--- config.mk ---
export PLATFORM = sky130hd
export DESIGN_NAME = fp32_multiplier_flat
export DESIGN_NICKNAME = d
export VERILOG_FILES = /design/src/rtl/fp32_multiplier_if.sv /design/src/rtl/fp32_multiplier.sv /design/src/flat_wrapper.sv
export SDC_FILE = /design/constraint.sdc
export NUM_CORES = 1
export LEC_CHECK = 0
export BUFFER_PORTS_ARGS = -buffer_cell sky130_fd_sc_hd__buf_2
export CAP_MARGIN = 5
export CELL_PAD_IN_SITES_DETAIL_PLACEMENT = 1
export CELL_PAD_IN_SITES_GLOBAL_PLACEMENT = 2
export CORE_UTILIZATION = 37
export DETAILED_ROUTE_END_ITERATION = 12
export PLACE_DENSITY_LB_ADDON = 0.1
export RECOVER_POWER = 25
export SYNTH_ARGS = -nofsm -noshare
export SYNTH_HDL_FRONTEND = slang
export SYNTH_SLANG_ARGS = --single-unit
export TNS_END_PERCENT = 1
--- constraint.sdc ---
create_clock -name clk -period 0.8 [get_ports clk]
set_input_delay 0.2 -clock clk [delete_from_list [all_inputs] [get_ports clk]]
set_output_delay 0.2 -clock clk [all_outputs]
set_load 0.01 [all_outputs]
--- src/rtl/fp32_multiplier_if.sv ---
// Operand/result bundle for the binary32 multiplier.
// The master drives a/b; the slave (the multiplier) returns res and the status flags.
interface fp32_multiplier_if;
    logic [31:0] a;
    logic [31:0] b;
    logic        exception;
    logic        overflow;
    logic        underflow;
    logic [31:0] res;

    modport master (output a, b, input exception, overflow, underflow, res);
    modport slave  (input a, b, output exception, overflow, underflow, res);
endinterface

--- src/rtl/fp32_multiplier.sv ---
// Binary32 multiplier with one registered output stage; denormals flush to zero.
// Define FP32_MUL_ROUND_NEAREST_EN for round-to-nearest-even; default build truncates.
module fp32_multiplier (
    input  logic              clk,
    input  logic              rst_n,
    fp32_multiplier_if.slave  bus
);

    localparam logic [31:0] QNAN = 32'h7FC0_0000;

    logic               sign;
    logic [7:0]         ea, eb;
    logic               a_zero, b_zero, a_spec, b_spec;
    logic [47:0]        prod;
    logic               norm;
    logic [23:0]        mant;
    logic               round_up;
    logic [24:0]        mant_r;
    logic [22:0]        mant_f;
    logic signed [9:0]  exp_n, exp_f;

    logic [31:0] res_d, res_q;
    logic        exception_d, exception_q;
    logic        overflow_d, overflow_q;
    logic        underflow_d, underflow_q;

    assign sign   = bus.a[31] ^ bus.b[31];
    assign ea     = bus.a[30:23];
    assign eb     = bus.b[30:23];
    assign a_zero = (ea == 8'h00);
    assign b_zero = (eb == 8'h00);
    assign a_spec = (ea == 8'hFF);
    assign b_spec = (eb == 8'hFF);
    assign prod   = {1'b1, bus.a[22:0]} * {1'b1, bus.b[22:0]};

`ifdef FP32_MUL_ROUND_NEAREST_EN
    logic guard, rnd, sticky;
    always_comb begin
        guard    = prod[47] ? prod[23] : prod[22];
        rnd      = prod[47] ? prod[22] : prod[21];
        sticky   = prod[47] ? (|prod[21:0]) : (|prod[20:0]);
        round_up = guard & (rnd | sticky | mant[0]);
    end
`else
    // Truncation: the bits below the kept mantissa have no effect.
    logic unused_lo;
    assign unused_lo = ^prod[22:0];
    assign round_up  = 1'b0;
`endif

    always_comb begin
        norm   = prod[47];
        mant   = norm ? prod[47:24] : prod[46:23];
        // 10-bit two's complement keeps the out-of-range exponents visible.
        exp_n  = 10'(ea) + 10'(eb) - 10'd127 + 10'(norm);
        mant_r = {1'b0, mant} + {24'd0, round_up};
        if (mant_r[24]) begin
            mant_f = 23'd0;
            exp_f  = exp_n + 10'sd1;
        end else begin
            mant_f = mant_r[22:0];
            exp_f  = exp_n;
        end
    end

    always_comb begin
        res_d       = 32'h0000_0000;
        exception_d = 1'b0;
        overflow_d  = 1'b0;
        underflow_d = 1'b0;
        if (a_spec || b_spec) begin
            exception_d = 1'b1;
            res_d       = QNAN;
        end else if (a_zero || b_zero) begin
            res_d = 32'h0000_0000;
        end else if (exp_f > 10'sd254) begin
            overflow_d = 1'b1;
            res_d      = {sign, 8'hFF, 23'd0};
        end else if (exp_f < 10'sd1) begin
            underflow_d = 1'b1;
        end else begin
            res_d = {sign, exp_f[7:0], mant_f};
        end
    end

    always_ff @(posedge clk or negedge rst_n) begin
        if (!rst_n) begin
            res_q       <= 32'h0000_0000;
            exception_q <= 1'b0;
            overflow_q  <= 1'b0;
            underflow_q <= 1'b0;
        end else begin
            res_q       <= res_d;
            exception_q <= exception_d;
            overflow_q  <= overflow_d;
            underflow_q <= underflow_d;
        end
    end

    assign bus.res       = res_q;
    assign bus.exception = exception_q;
    assign bus.overflow  = overflow_q;
    assign bus.underflow = underflow_q;

endmodule

--- src/flat_wrapper.sv ---
// flat-port wrapper written by rule: the top's interface ports become plain ports
module fp32_multiplier_flat 
  (clk, rst_n, bus_a, bus_b, bus_exception, bus_overflow, bus_underflow, bus_res);
  fp32_multiplier_if bus_i ();
  input  logic clk;
  input  logic rst_n;
  input wire logic [$bits(bus_i.a)-1:0] bus_a;
  input wire logic [$bits(bus_i.b)-1:0] bus_b;
  output wire logic [$bits(bus_i.exception)-1:0] bus_exception;
  output wire logic [$bits(bus_i.overflow)-1:0] bus_overflow;
  output wire logic [$bits(bus_i.underflow)-1:0] bus_underflow;
  output wire logic [$bits(bus_i.res)-1:0] bus_res;
  assign bus_i.a = bus_a;
  assign bus_i.b = bus_b;
  assign bus_exception = bus_i.exception;
  assign bus_overflow = bus_i.overflow;
  assign bus_underflow = bus_i.underflow;
  assign bus_res = bus_i.res;
  fp32_multiplier u_core (.clk(clk), .rst_n(rst_n), .bus(bus_i));
endmodule
==> flow_summary.ini <==
[setup_path]
critical_path.endpoint_type = flip-flop
crit_type = input port to flip-flop
critical_path_required_ns = 1.00
largest_fanout_of_any_net_on_the_critical_path = 7
crit_path_top_delay_cell = sky130_fd_sc_hd__fa_1
setup.worst_path.start_class = input port
cpMostUsedCell = sky130_fd_sc_hd__fa_1
worst_endpoint_data_arrival_time_ns = 8.12
cp_slowest_stage_delay_ns = 0.55

[drt]
detail_route.wl_per_cell_um = 19.29
detail_route.vias_per_cell = 4.873
firstDrtPassIters = 5
detail-route-antenna-nets = 0
remaining_drc_errors = 0
drtIter0Drc = 493
dr_total_vias = 16490
detail_route.wirelength_um = 65290

[timing]
postLayoutSetupSlackWorst_ns = -7.119
layout_worst_path_cycle_share = 9.899
max-slew-margin-rel = 0.7167
finalHoldViolCount = 0
tightestPinTransition_ns = 0.4142
finalMaxSlewViolations = 0
setup_viol_count_final = 70
fmax_ghz = 0.1263
timing.final.crit_period_ns = 7.919
tns_ns = -245.97
grt_setup_unrepaired = yes

[finish]
fillerInstances = 6364
share_of_final_layout_standard_cells_stronger_than_drive_strength_1 = 0.2155
postLayoutCellArea_um2 = 25240
count_of_nets_after_finishing = 3413
layout-area-overhead-vs-synth_pct = 23.67

[floorplan]
start_util = 0.3770
fp-row-count = 85
die_x_um = 236.9
overall_die_area_um2 = 56110
io-pin-count = 101
core-area_um2 = 54130
fp.dieH_um = 236.9

[outcome]
violated_checks = negative setup slack
result_of_the_run = finished with violations

[global_route]
grt_max_degree = 36
aggregate_global_route_resource_usage = 0.2437
first_pass_grt_wire_length_um = 105800
first_global_vias = 19390
grt.overflow.total = 0
grt_antenna_before_repair = 1

[logic_synthesis]
synth.most_common_cell = sky130_fd_sc_hd__inv_1
async_reset_ff_frac = 1.000
netlist_top_cells_area = sky130_fd_sc_hd__fa_1, sky130_fd_sc_hd__ha_1, sky130_fd_sc_hd__inv_1
synth_common_cells = sky130_fd_sc_hd__inv_1, sky130_fd_sc_hd__fa_1, sky130_fd_sc_hd__nand2_1
synthFlopType = sky130_fd_sc_hd__dfrtp_1
ys_seq_elements = 35
syn_area_um2 = 20410
synthDistinctLibCells = 69
synth-edff-count = 0
synth_fp_nets = 3035
synth.yosys.seq_area_share = 0.04291
postSynthAreaPerCell_um2 = 8.844
netlist.top_cell.by_area = sky130_fd_sc_hd__fa_1
syn-instance-count = 2308
synthesis.yosys.warnings = 0
synth_largest_type_area_fraction = 0.4728

[placed_design]
area_after_dpl_um2 = 24180
dp.final_hpwl_um = 58680
place.port_buffers = 100
routabilityCongestion = 0.8615

[min_path]
min_path_type = input port to flip-flop

[flow_run]
cap_violations = 0

[clock_tree]
cts.sinks = 35
cts.root.buffer_cell = sky130_fd_sc_hd__clkbuf_16
cts-buffers-inserted = 5
clock_path_buffers = 2
ctsHtreeMaxLevel = 2
path_clk_slew_ns = 0.06
cts_tree = done
-- path summary, 6_finish.rpt --
check                           from                  to  slack, ns  depth (start not counted)
setup / recovery            bus_b[0]  u_core.bus.res[19]      -7.12                         38
hold / removal             bus_b[31]  u_core.bus.res[31]       0.19                          3
max in group asynchronous      rst_n   u_core.bus.res[5]       0.10                          3
min in group asynchronous      rst_n  u_core.bus.res[21]       0.43                          3
-- per-stage QoR --
| step | worst slack, ns | cells | hold WS, ns | util |
|---|---|---|---|---|
| after global routing | -7.452 | 3383 | 0.2069 | 0.4663 |
| after global placement | -7.665 | 3351 | 0.1719 | 0.4467 |
| final | -7.119 | 3384 | 0.1902 | 0.4663 |
| after detailed placement | -7.765 | 3351 | 0.1760 | 0.4467 |
| after CTS | -7.292 | 3371 | 0.1858 | 0.4572 |
| after floorplan | -7.238 | 2308 | -0.09559 | - |
-- area by class of cell --
cell class | instances | area (µm²) | share of cell area
multi-input cells | 1599 | 17320 | 0.6859
well taps | 696 | 870.8 | 0.03450
diodes | 1 | 2.502 | 0.00009913
inverters | 574 | 2187 | 0.08664
clock buffers | 5 | 125.1 | 0.004957
flip-flops and latches | 35 | 875.8 | 0.03470
repair buffers | 471 | 3822 | 0.1514
clock inverters | 3 | 43.79 | 0.001735
-- metal layers --
metal | up-vias | track usage | share of wire
li1 | 7575 | - | -
met1 | 8650 | 0.3179 | 0.44
met2 | 213 | 0.4416 | 0.51
met3 | 50 | 0.01807 | 0.026
met4 | 2 | 0.04978 | 0.022
met5 | - | 0 | 0.00020
-- flip-flops by register name (all words and copies together) (netlist names) --
| register | cells |
|---|---|
| u_core.bus.exception | 1 |
| u_core.bus.overflow | 1 |
| u_core.bus.underflow | 1 |
| u_core.bus.res | 32 |
-- logic make-up after synthesis --
family,Yosys count,synth area share
flip-flops,35,0.04291
XOR/XNOR,30,0.01379
AND/OR/NAND/NOR,712,0.1691
buffers and inverters,674,0.1259
AO/OA/AOI/OAI,182,0.05897
multiplexers,14,0.006865
adder cells (fa/ha/maj),661,0.5825
-- layout by cell type, fill, tap and decap left out, types with 7 or more instances in the layout --
cell type and count:
sky130_fd_sc_hd__xnor2_1 19, sky130_fd_sc_hd__a21oi_1 50, sky130_fd_sc_hd__nor3_1 8, sky130_fd_sc_hd__buf_2 50, sky130_fd_sc_hd__dfrtp_1 35, sky130_fd_sc_hd__o21a_1 7
sky130_fd_sc_hd__fa_1 466, sky130_fd_sc_hd__inv_1 555, sky130_fd_sc_hd__nor2_1 71, sky130_fd_sc_hd__xor2_1 9, sky130_fd_sc_hd__fa_2 16, sky130_fd_sc_hd__nand3_1 13
sky130_fd_sc_hd__nand4_1 18, sky130_fd_sc_hd__nand2_1 325, sky130_fd_sc_hd__o21ai_1 12, sky130_fd_sc_hd__and2_1 212, sky130_fd_sc_hd__nor4_1 7, sky130_fd_sc_hd__ha_1 165
sky130_fd_sc_hd__a21o_1 29, sky130_fd_sc_hd__buf_12 16, sky130_fd_sc_hd__o211ai_1 11, sky130_fd_sc_hd__buf_6 47, sky130_fd_sc_hd__inv_2 9, sky130_fd_sc_hd__buf_4 350
sky130_fd_sc_hd__o21ai_0 19, sky130_fd_sc_hd__nor2_2 10, sky130_fd_sc_hd__ha_4 14, sky130_fd_sc_hd__mux2i_1 14
-- what timing repair did --
item                                   in CTS  in global routing
gates resized for setup                    86                102
pin swaps                                  34                 59
setup endpoints to repair                  70                 70
hold buffers                                1                  0
endpoints found under the hold margin      35                  0
gates cloned                                0                  1
setup buffers                              11                 11
-- critical path: cells and delay by family --
kind	cells	cell delay, ns
AO/OA/AOI/OAI	5	1.08
buffers and inverters	12	1.23
AND/OR/NAND/NOR	10	1.55
adder cells (fa/ha/maj)	10	3.88
XOR/XNOR	1	0.18
Power is left out: the tool's default activity adds up to more than one toggle a clock period on the data nets, which glitch-free logic cannot reach.
